## config.mk

```make
export PLATFORM = sky130hd
export DESIGN_NAME = shftreg_burst
export DESIGN_NICKNAME = d
export VERILOG_FILES = /design/src/rtl/shftreg_burst.sv
export SDC_FILE = /design/constraint.sdc
export NUM_CORES = 1
export LEC_CHECK = 0
export ABC_AREA = 1
export ABC_CLOCK_PERIOD_IN_PS = 1600
export CAP_MARGIN = 10
export CORE_MARGIN = 10
export CORE_UTILIZATION = 40
export CTS_BUF_LIST = sky130_fd_sc_hd__clkbuf_8 sky130_fd_sc_hd__clkbuf_16
export DETAILED_ROUTE_END_ITERATION = 12
export PLACE_DENSITY = 0.72
export SYNTH_ARGS = -nofsm -noshare
export SYNTH_HDL_FRONTEND = slang
export SYNTH_SLANG_ARGS = --single-unit
```

## constraint.sdc

```tcl
create_clock -name clk -period 1.6 [get_ports clk]
set_clock_uncertainty 0.15 [all_clocks]
set_input_delay 0.24 -clock clk [delete_from_list [all_inputs] [get_ports clk]]
set_output_delay 0.24 -clock clk [all_outputs]
set_load 0.01 [all_outputs]
```

## src/rtl/shftreg_burst.sv

```systemverilog
// Multi-lane bidirectional shift register with a counted-burst shift engine.
// Optional feature: define SHFTREG_ROTATE_EN to add the rot input (exiting lane fed back).
module shftreg_burst #(
  parameter int WIDTH = 8,
  parameter int LANE  = 1,
  parameter int CNT_W = 4
) (
  input  logic             clk,
  input  logic             rst_n,
  input  logic             load_n,
  input  logic [WIDTH-1:0] p_in,
  input  logic             shift_n,
  input  logic             dir,
  input  logic [LANE-1:0]  s_in,
  input  logic             start,
  input  logic [CNT_W-1:0] count,
`ifdef SHFTREG_ROTATE_EN
  input  logic             rot,
`endif
  output logic [WIDTH-1:0] p_out,
  output logic [LANE-1:0]  s_out,
  output logic             busy,
  output logic             done
);

  typedef enum logic {IDLE, SHIFT} state_t;

  state_t           state_q, state_d;
  logic [CNT_W-1:0] rem_q, rem_d;
  logic             dir_q, dir_d;
  logic [WIDTH-1:0] data_q, data_d;
  logic             done_q, done_d;
  logic             eff_dir;
  logic [LANE-1:0]  feed;

  function automatic logic [WIDTH-1:0] step_fn(input logic [WIDTH-1:0] d,
                                               input logic right,
                                               input logic [LANE-1:0] f);
    if (right) step_fn = {f, d[WIDTH-1:LANE]};
    else       step_fn = {d[WIDTH-LANE-1:0], f};
  endfunction

  // A running burst keeps its latched direction; idle steps follow the live pin.
  assign eff_dir = (state_q == SHIFT) ? dir_q : dir;
  assign s_out   = eff_dir ? data_q[LANE-1:0] : data_q[WIDTH-1 -: LANE];

`ifdef SHFTREG_ROTATE_EN
  assign feed = rot ? s_out : s_in;
`else
  assign feed = s_in;
`endif

  always_comb begin
    state_d = state_q;
    rem_d   = rem_q;
    dir_d   = dir_q;
    data_d  = data_q;
    done_d  = 1'b0;
    if (!load_n) begin
      // Parallel load wins over everything and silently aborts a burst.
      data_d  = p_in;
      state_d = IDLE;
    end else begin
      case (state_q)
        IDLE: begin
          if (start) begin
            if (count == '0) begin
              done_d = 1'b1;
            end else begin
              state_d = SHIFT;
              rem_d   = count;
              dir_d   = dir;
            end
          end else if (!shift_n) begin
            data_d = step_fn(data_q, eff_dir, feed);
          end
        end
        SHIFT: begin
          data_d = step_fn(data_q, eff_dir, feed);
          rem_d  = rem_q - CNT_W'(1);
          if (rem_q == CNT_W'(1)) begin
            state_d = IDLE;
            done_d  = 1'b1;
          end
        end
        default: state_d = IDLE;
      endcase
    end
  end

  always_ff @(posedge clk) begin
    if (!rst_n) begin
      state_q <= IDLE;
      rem_q   <= '0;
      dir_q   <= 1'b0;
      data_q  <= '0;
      done_q  <= 1'b0;
    end else begin
      state_q <= state_d;
      rem_q   <= rem_d;
      dir_q   <= dir_d;
      data_q  <= data_d;
      done_q  <= done_d;
    end
  end

  assign p_out = data_q;
  assign busy  = (state_q == SHIFT);
  assign done  = done_q;

endmodule

```

==> results of run 1 <==
## power breakdown
group	total, mW	internal (mW)	switching, mW
logic	0.286	0.144	0.141
clock network	0.295	0.170	0.126
registers	0.428	0.404	0.0246
total	1.01	0.717	0.292
## logic make-up (layout without fill, tap and decap cells)
logic type,count (synthesis),in the layout,share of synthesized area [%]
compound gates,45,45,30.1
flops,15,15,33.8
simple gates,47,47,24.9
fa+ha+maj,2,2,2.81
buf+inv,17,58,8.44
## per-layer routing
metal  vias to the layer above  GRT usage [%]  wire (um)
met4                         0           3.08         12
met1                       435           11.9        968
met5                         -              0          0
met3                         2           6.28        316
met2                        36           20.7       1180
li1                        507              -          -
## final timing paths
kind / startpoint / endpoint / slack, ns / depth (start not counted)
worst max-delay path: p_out[1] / p_out[1] / 0.07 / 1
worst max register to register: rem_q[0] / rem_q[2] / 0.18 / 7
worst min-delay path: dir / dir_q / 0.24 / 3
worst min register to register: dir_q / dir_q / 0.30 / 2
## sequential cells by signal, indices dropped and copies added (netlist names)
signal and cells:
dir_q 1, done 1, rem_q 4, p_out 8
busy 1
## timing repair
| item | 4_1_cts | 5_1_grt |
|---|---|---|
| gates resized for setup | 6 | 6 |
| hold endpoints to repair | 0 | 0 |
| endpoints found under the setup margin | 4 | 3 |
| buffers inserted | 0 | 0 |
| pin swaps | 0 | 0 |
## cells in the final DEF (no fill, tap or decap), drive strengths merged
cell type,n
dlymetal6s2s,3
nand2,30
dlygate4sd2,3
ha,2
nand3,8
or2,2
o211ai,5
dfxtp,15
buf,12
o21ai,18
nand4,1
a21oi,22
nor2,6
clkdlybuf4s50,22
clkbuf,3
inv,15
## through the flow
| stage | setup TNS [ns] | setup WS (ns) | hold WS [ns] | util (%) |
|---|---|---|---|---|
| floorplan | 0 | 0.0602 | 0.228 | - |
| global placement | -0.786 | -0.374 | 0.290 | 58.8 |
| detailed placement | -1.00 | -0.372 | 0.292 | 58.8 |
| CTS | -0.0717 | -0.0717 | 0.300 | 60.7 |
| global route | 0 | 0.00475 | 0.251 | 60.8 |
| finish | 0 | 0.0730 | 0.241 | 60.8 |
## area by class of cell
class,instances,area [um2]
fillers,219,850
multi-input cells,94,514
repair buffers,40,372
flip-flops and latches,15,302
inverters,14,52.6
clock buffers,3,41.3
well taps,28,35.0
clock inverters,1,3.75
==> flow_summary.ini, run 1 <==
[run_status]
status = complete, no violations

[sta]
slew_headroom_pct = 82.2
period_needed_ns = 1.53
setup_viol = 0
timing.fmax_mhz = 655
worstMarginPinSlew_ns = 0.266
hold_viol_final = 0
rsz0062_at_grt = false
period_share_pct = 95.4
report.final.slew_viol_count = 0

[placed_design]
placed_area_um2 = 1270
place_inst = 191
numPortBuffers = 29
routabilityCongestion = 0.822
hpwlAfterDp_um = 1960

[die]
die_w_um = 67.2
die_area_um2 = 4510
die_h_um = 67.2
floorplan.initialDensity_pct = 41.0
ioPinCount = 30
core-area_um2 = 2170
row_count = 17

[worst_setup_path]
path_delay_family = buffers and inverters
slowest_stage = clkdlybuf4s50_1
end_kind = output port
crit_chain = clkdlybuf4s50_1
crit_required_ns = 1.21
path_class = flip-flop to output port
path_max_fanout = 3
slowest_delay_ns = 0.55
crit_arrival_ns = 1.14
start_kind = flip-flop
worst-path-buf-inv = 1

[routing]
vias = 980
drt_iter0_drc = 34
wire_per_inst_um = 12.7
via_per_inst = 5.03
wirelength_um = 2480
drc = 0
ant_nets = 0
first_pass_iters = 4

[global_routing]
track_usage_pct = 11.8
grt_antenna_before_repair = 0
grt-ovfl-total = 0
grt_max_degree = 16
grt_first_pass_wirelength_um = 4270
grt_pass1_vias = 1018

[yosys]
ys_ff_latch = 15
ys_top_cells_by_area = dfxtp_1 (34%), a21oi_1 (11%), nand2_1 (11%), o21ai_0 (9.6%), inv_1 (5.1%)
synth_edf_count = 0
ys_top_cells_by_count = nand2_1 (25), a21oi_1 (19), o21ai_0 (17), dfxtp_1 (15), inv_1 (12)
ys_warn_count = 0
yosysMostFrequentCell = nand2_1
yosys.area.top_type = dfxtp_1
synthCells = 126
syn_avg_cell_area_um2 = 7.06
yosysUniqueCellTypes = 21
synth_nets = 147
ys_async_sr_fraction_pct = 0
netlist_area_um2 = 890
synth.top_cell.area_share_pct = 33.8
seq_area_frac_synth_pct = 33.8
synth_flop_cell = dfxtp_1

[clock_tree]
clkSinkCount = 15
ctsHoldBuffers = 0
clockBufferDepth = 2
numCtsBuffers = 3
clk_latency_ns = 0.24
cts_tree = yes
root_buffer = clkbuf_8
h-tree-depth = 1
clk_pin_slew_ns = 0.06

[layout]
final_cells = 195
diodes = 0
final_nets = 189
stdcell_area_um2 = 1320
area_growth_pct = 48.4
drive_gt1_share_pct = 19.8

[job]
drv_cap = 0

[hold_path]
hp-class = input port to flip-flop

[power]
peakVddDrop_mv = 0.473
power_density_nw_per_um2 = 765
p_leak_nw = 0.594
totalPowerFinal_mw = 1.01
Power figures use the tool's default switching activity.
==> inputs of run 2 (changes only) <==
--- a/config.mk
+++ b/config.mk
@@ -11,8 +11,11 @@
 export CORE_MARGIN = 10
 export CORE_UTILIZATION = 40
 export CTS_BUF_LIST = sky130_fd_sc_hd__clkbuf_8 sky130_fd_sc_hd__clkbuf_16
+export CTS_CLUSTER_DIAMETER = 120
 export DETAILED_ROUTE_END_ITERATION = 12
-export PLACE_DENSITY = 0.72
+export DONT_BUFFER_PORTS = 1
+export HOLD_SLACK_MARGIN = 0.03
+export PLACE_DENSITY = 0.54
 export SYNTH_ARGS = -nofsm -noshare
 export SYNTH_HDL_FRONTEND = slang
 export SYNTH_SLANG_ARGS = --single-unit
==> run 2 against run 1 <==
  * Count of clock-buffer cells in the layout unchanged
  * Largest cell class unchanged
  * First-iteration DRC count up 8.8%
  * Register-to-register slack about the same
  * Sequential power up 4%
  * Highest routed layer unchanged
  * Sequential share of layout area up 6.8 points
  * Worst hold slack worse by 0.20 ns
  * Die area unchanged
  * Critical path type unchanged
  * Largest power group unchanged
  * Via count down 12%
  * Global-route usage about the same
  * Combinational power down 34%
  * Critical path depth up 5
==> flow_summary.ini, run 2 (synthesis gave the netlist of run 1 again) <==
[sta]
tns_ns = 0
period_share_pct = 93.6
worstMarginPinSlew_ns = 0.428
timing.fmax_mhz = 668
slew_headroom_pct = 71.4
rsz0062_at_grt = false
period_needed_ns = 1.50
hold_viol_final = 0
setup_viol = 0
hold_slack_ns = 0.0429
report.final.slew_viol_count = 0

[clock_tree]
clkSinkCount = 15
root_buffer = clkbuf_8
cts_tree = yes
clk_pin_slew_ns = 0.06
clk_latency_ns = 0.25
numCtsBuffers = 3
h-tree-depth = 1
clockBufferDepth = 2

[die]
core-area_um2 = 2170
row_count = 17
ioPinCount = 30
die_area_um2 = 4510
die_h_um = 67.2
floorplan.initialDensity_pct = 41.0
die_w_um = 67.2

[worst_setup_path]
start_kind = flip-flop
slowest_delay_ns = 0.37
end_kind = output port
slowest_stage = dfxtp_4
path_delay_family = flip-flops
critPathLaunch = busy
reg2reg_from = busy
path_class = flip-flop to output port
crit_chain = inv_6, nand2_4, nand2_8, nand2_1, o21ai_1, buf_4
path_max_fanout = 9
worst-path-buf-inv = 2
crit_required_ns = 1.21
rrSetupSlack_ns = 0.17
crit_arrival_ns = 1.11

[global_routing]
grt_max_degree = 14
grt_first_pass_wirelength_um = 4000
grt-ovfl-total = 0
grt_pass1_vias = 807
track_usage_pct = 11.7
grt_antenna_before_repair = 0

[power]
p_sw_uw = 297
seq_power_share_pct = 46.8
swShare_pct = 31.4
p_int_uw = 649
power_density_nw_per_um2 = 921
peakVddDrop_mv = 0.383
combPwrFrac_pct = 19.9
p_leak_nw = 0.417
p_clk_share_pct = 33.3

[placed_design]
place_inst = 153
hpwlAfterDp_um = 1850
routabilityCongestion = 0.883
numPortBuffers = 0

[routing]
drc = 0
vias = 867
drt_iter0_drc = 37
first_pass_iters = 4
ant_nets = 0
via_per_inst = 5.35
wirelength_um = 2520
wire_per_inst_um = 15.5

[layout]
area_growth_pct = 15.5
most-common-layout-cells = nand2_1 (24), a21oi_1 (19), o21ai_0 (16)
final_nets = 156
final_cells = 162
final_util_pct = 47.3
mostFrequentLayoutCell = nand2_1
largest_reg_flops = 8
drive_gt1_share_pct = 19.4
diodes = 0

[job]
drv_cap = 0

[hold_path]
min_from = dir
hp-class = input port to flip-flop

[run_status]
status = complete, no violations
run 2: cell count changes in the layout (fill, tap and decap cells not counted), sizes merged:
cell,change
dlymetal6s2s,-3
dlygate4sd2,-3
dlygate4sd3,+3
clkdlybuf4s50,-22
buf,-8
run 2: cell type report:
type / instances / area (um2)
Fill cell: 232 / 1140
Clock inverter: 1 / 3.75
Inverter: 14 / 57.6
Timing Repair Buffer: 7 / 60.1
Sequential cell: 15 / 304
Clock buffer: 3 / 41.3
Tap cell: 28 / 35.0
Multi-Input combinational cell: 94 / 526
run 2: power by group through the flow:
stage	sequential, mW	clock [mW]	combinational [mW]
5_1_grt	0.447	0.348	0.215
6_report	0.443	0.315	0.188
2_1_floorplan	0.442	0	0.143
3_3_place_gp	0.451	0	0.161
3_5_place_dp	0.452	0	0.163
4_1_cts	0.444	0.328	0.188
run 2: worst paths after layout:
| kind | end | depth (start not counted) |
|---|---|---|
| max | s_out | 6 |
| min | dir_q | 2 |
| max reg2reg | rem_q[3] | 6 |
| min reg2reg | dir_q | 2 |
run 2: timing repair:
item / 4_1_cts / 5_1_grt
resized for setup: 3 / 4
endpoints found under the setup margin: 1 / 1
hold endpoints to repair: 15 / 0
hold buffers: 3 / 0
pin swaps: 1 / 0
buffers inserted: 2 / 0
run 2: layer usage:
| metal | GRT usage (%) | share of wire [%] | vias up |
|---|---|---|---|
| met5 | 0 | 0 | - |
| met4 | 6.15 | 2.0 | 0 |
| met3 | 5.29 | 10 | 5 |
| met2 | 16.0 | 42 | 25 |
| met1 | 15.1 | 46 | 395 |
| li1 | - | - | 442 |
run 2: stage by stage:
stage / setup slack, ns / area (um2) / power [mW]
finish: 0.102 / 1030 / 0.946
global route: 0.0255 / 1030 / 1.01
CTS: 0.0600 / 1020 / 0.959
detailed placement: 0.175 / 917 / 0.614
global placement: 0.192 / 917 / 0.612
floorplan: 0.0602 / 890 / 0.584
==> inputs of run 3 (changes only) <==
--- a/config.mk
+++ b/config.mk
@@ -6,7 +6,7 @@
 export NUM_CORES = 1
 export LEC_CHECK = 0
 export ABC_AREA = 1
-export ABC_CLOCK_PERIOD_IN_PS = 1600
+export ABC_CLOCK_PERIOD_IN_PS = 1500
 export CAP_MARGIN = 10
 export CORE_MARGIN = 10
 export CORE_UTILIZATION = 40
==> constraint.sdc (replaced) <==
create_clock -name clk -period 1.5 [get_ports clk]
set_clock_uncertainty 0.15 [all_clocks]
set_input_delay 0.225 -clock clk [delete_from_list [all_inputs] [get_ports clk]]
set_output_delay 0.225 -clock clk [all_outputs]
set_load 0.01 [all_outputs]
==> run 3 against run 2 <==
  * Wire length up 0.32%
  * Critical path depth down 2
  * Cell area up 2.3%
  * Sequential power up 6.8%
  * Power up 7.2%
  * Register-to-register slack worse by 0.05 ns
  * Global-route usage up 0.57 points
  * Clock power up 6.7%
  * Cell count up 2.5%
  * Die area unchanged
  * Worst hold slack worse by 0.014 ns
  * Core utilization up 1.1 points
==> flow_summary.ini, run 3 (synthesis gave the netlist of run 1 again) <==
[routing]
wire_per_inst_um = 15.2
ant_nets = 0
vias = 850
wirelength_um = 2520
drc = 0
drt_iter0_drc = 66
first_pass_iters = 4
wl_met1_um = 1100
wl_met2_um = 1090
via_per_inst = 5.12
wl_met3_um = 291
routed.top_layer = met4

[die]
die_h_um = 67.2
row_count = 17
ioPinCount = 30
floorplan.initialDensity_pct = 41.0
die_w_um = 67.2
die_area_um2 = 4510
core-area_um2 = 2170

[worst_setup_path]
critPathLaunch = busy
path_class = flip-flop to output port
reg2reg_from = rem_q[0]
start_kind = flip-flop
end_kind = output port
crit_arrival_ns = 1.04
crit_required_ns = 1.12
path_max_fanout = 8

[global_routing]
track_usage_pct = 12.3
grt_first_pass_wirelength_um = 4150
grt_pass1_vias = 821
grt-ovfl-total = 0
grt_antenna_before_repair = 0
grt_max_degree = 14

[clock_tree]
clockBufferDepth = 2
clkSinkCount = 15
root_buffer = clkbuf_8
cts_tree = yes
numCtsBuffers = 3
clk_latency_ns = 0.25
clk_pin_slew_ns = 0.06
h-tree-depth = 1

[placed_design]
numPortBuffers = 0
place_ws_ns = 0.0903
routabilityCongestion = 0.794
hpwlAfterDp_um = 1820
placed_area_um2 = 925
place_inst = 154

[sta]
period_needed_ns = 1.41
tns_ns = 0
slew_headroom_pct = 71.0
hold_viol_final = 0
setup_viol = 0
rsz0062_at_grt = false
report.final.slew_viol_count = 0
worstMarginPinSlew_ns = 0.434
worst_slack_ns = 0.0862
period_share_pct = 94.3
timing.fmax_mhz = 707

[layout]
drive_gt1_share_pct = 20.3
multi_input_area_um2 = 518
seq_area_um2 = 303
stdcell_area_um2 = 1050
area_growth_pct = 18.1
final_nets = 160
fill_cells = 238
largest_reg_flops = 8
most-common-layout-cells = nand2_1 (25), a21oi_1 (19), o21ai_0 (16)
mostFrequentLayoutCell = nand2_1
diodes = 0
final_cells = 166

[hold_path]
hp-class = input port to flip-flop
min_from = p_in[4]

[power]
peakVddDrop_mv = 0.659
power_density_nw_per_um2 = 965
p_leak_nw = 0.431
totalPowerFinal_mw = 1.01

[run_status]
status = complete, no violations

[job]
drv_cap = 0
==> run 3: per-stage QoR <==
step,utilization [%],hold WS (ns)
floorplan,-,0.213
global placement,42.6,0.214
detailed placement,42.6,0.220
CTS,47.9,0.0304
global route,48.4,0.0418
finish,48.4,0.0284
==> run 3: final timing paths <==
check,cells past startpoint,slack (ns),to
min reg2reg,2,0.31,dir_q
max,4,0.09,s_out
min,2,0.03,p_out[4]
max reg2reg,7,0.12,rem_q[2]
==> run 3: what timing repair did <==
item	4_1_cts	5_1_grt
gates resized for setup	2	1
hold endpoints to repair	15	1
pin swaps	1	0
setup buffers	2	0
endpoints found under the setup margin	1	1
hold buffers	5	1
==> run 3: critical path, cell delays in order, from the launching register on <==
cell,delay (ns)
dfxtp_2,0.40
inv_2,0.08
nand2_4,0.07
nand2_4,0.06
o21ai_2,0.18
==> run 3: layer usage <==
layer / up-vias / global-route usage (%)
met4: 0 / 5.38
met2: 26 / 18.5
met1: 371 / 14.3
met3: 5 / 6.45
met5: - / 0
li1: 448 / -
==> run 3: layout make-up <==
type / count / share of cell area, %
inverter: 14 / 5.00
timing repair buffer: 11 / 9.29
tap: 28 / 3.33
clock buffer: 3 / 3.93
multi-input combinational: 94 / 49.3
sequential: 15 / 28.8
clock inverter: 1 / 0.357
==> run 3: where the power goes <==
part,internal [mW],switching (mW),leakage (nW)
clock network,0.182,0.154,0.0269
registers,0.431,0.0425,0.125
logic,0.0860,0.120,0.279
total,0.699,0.316,0.431
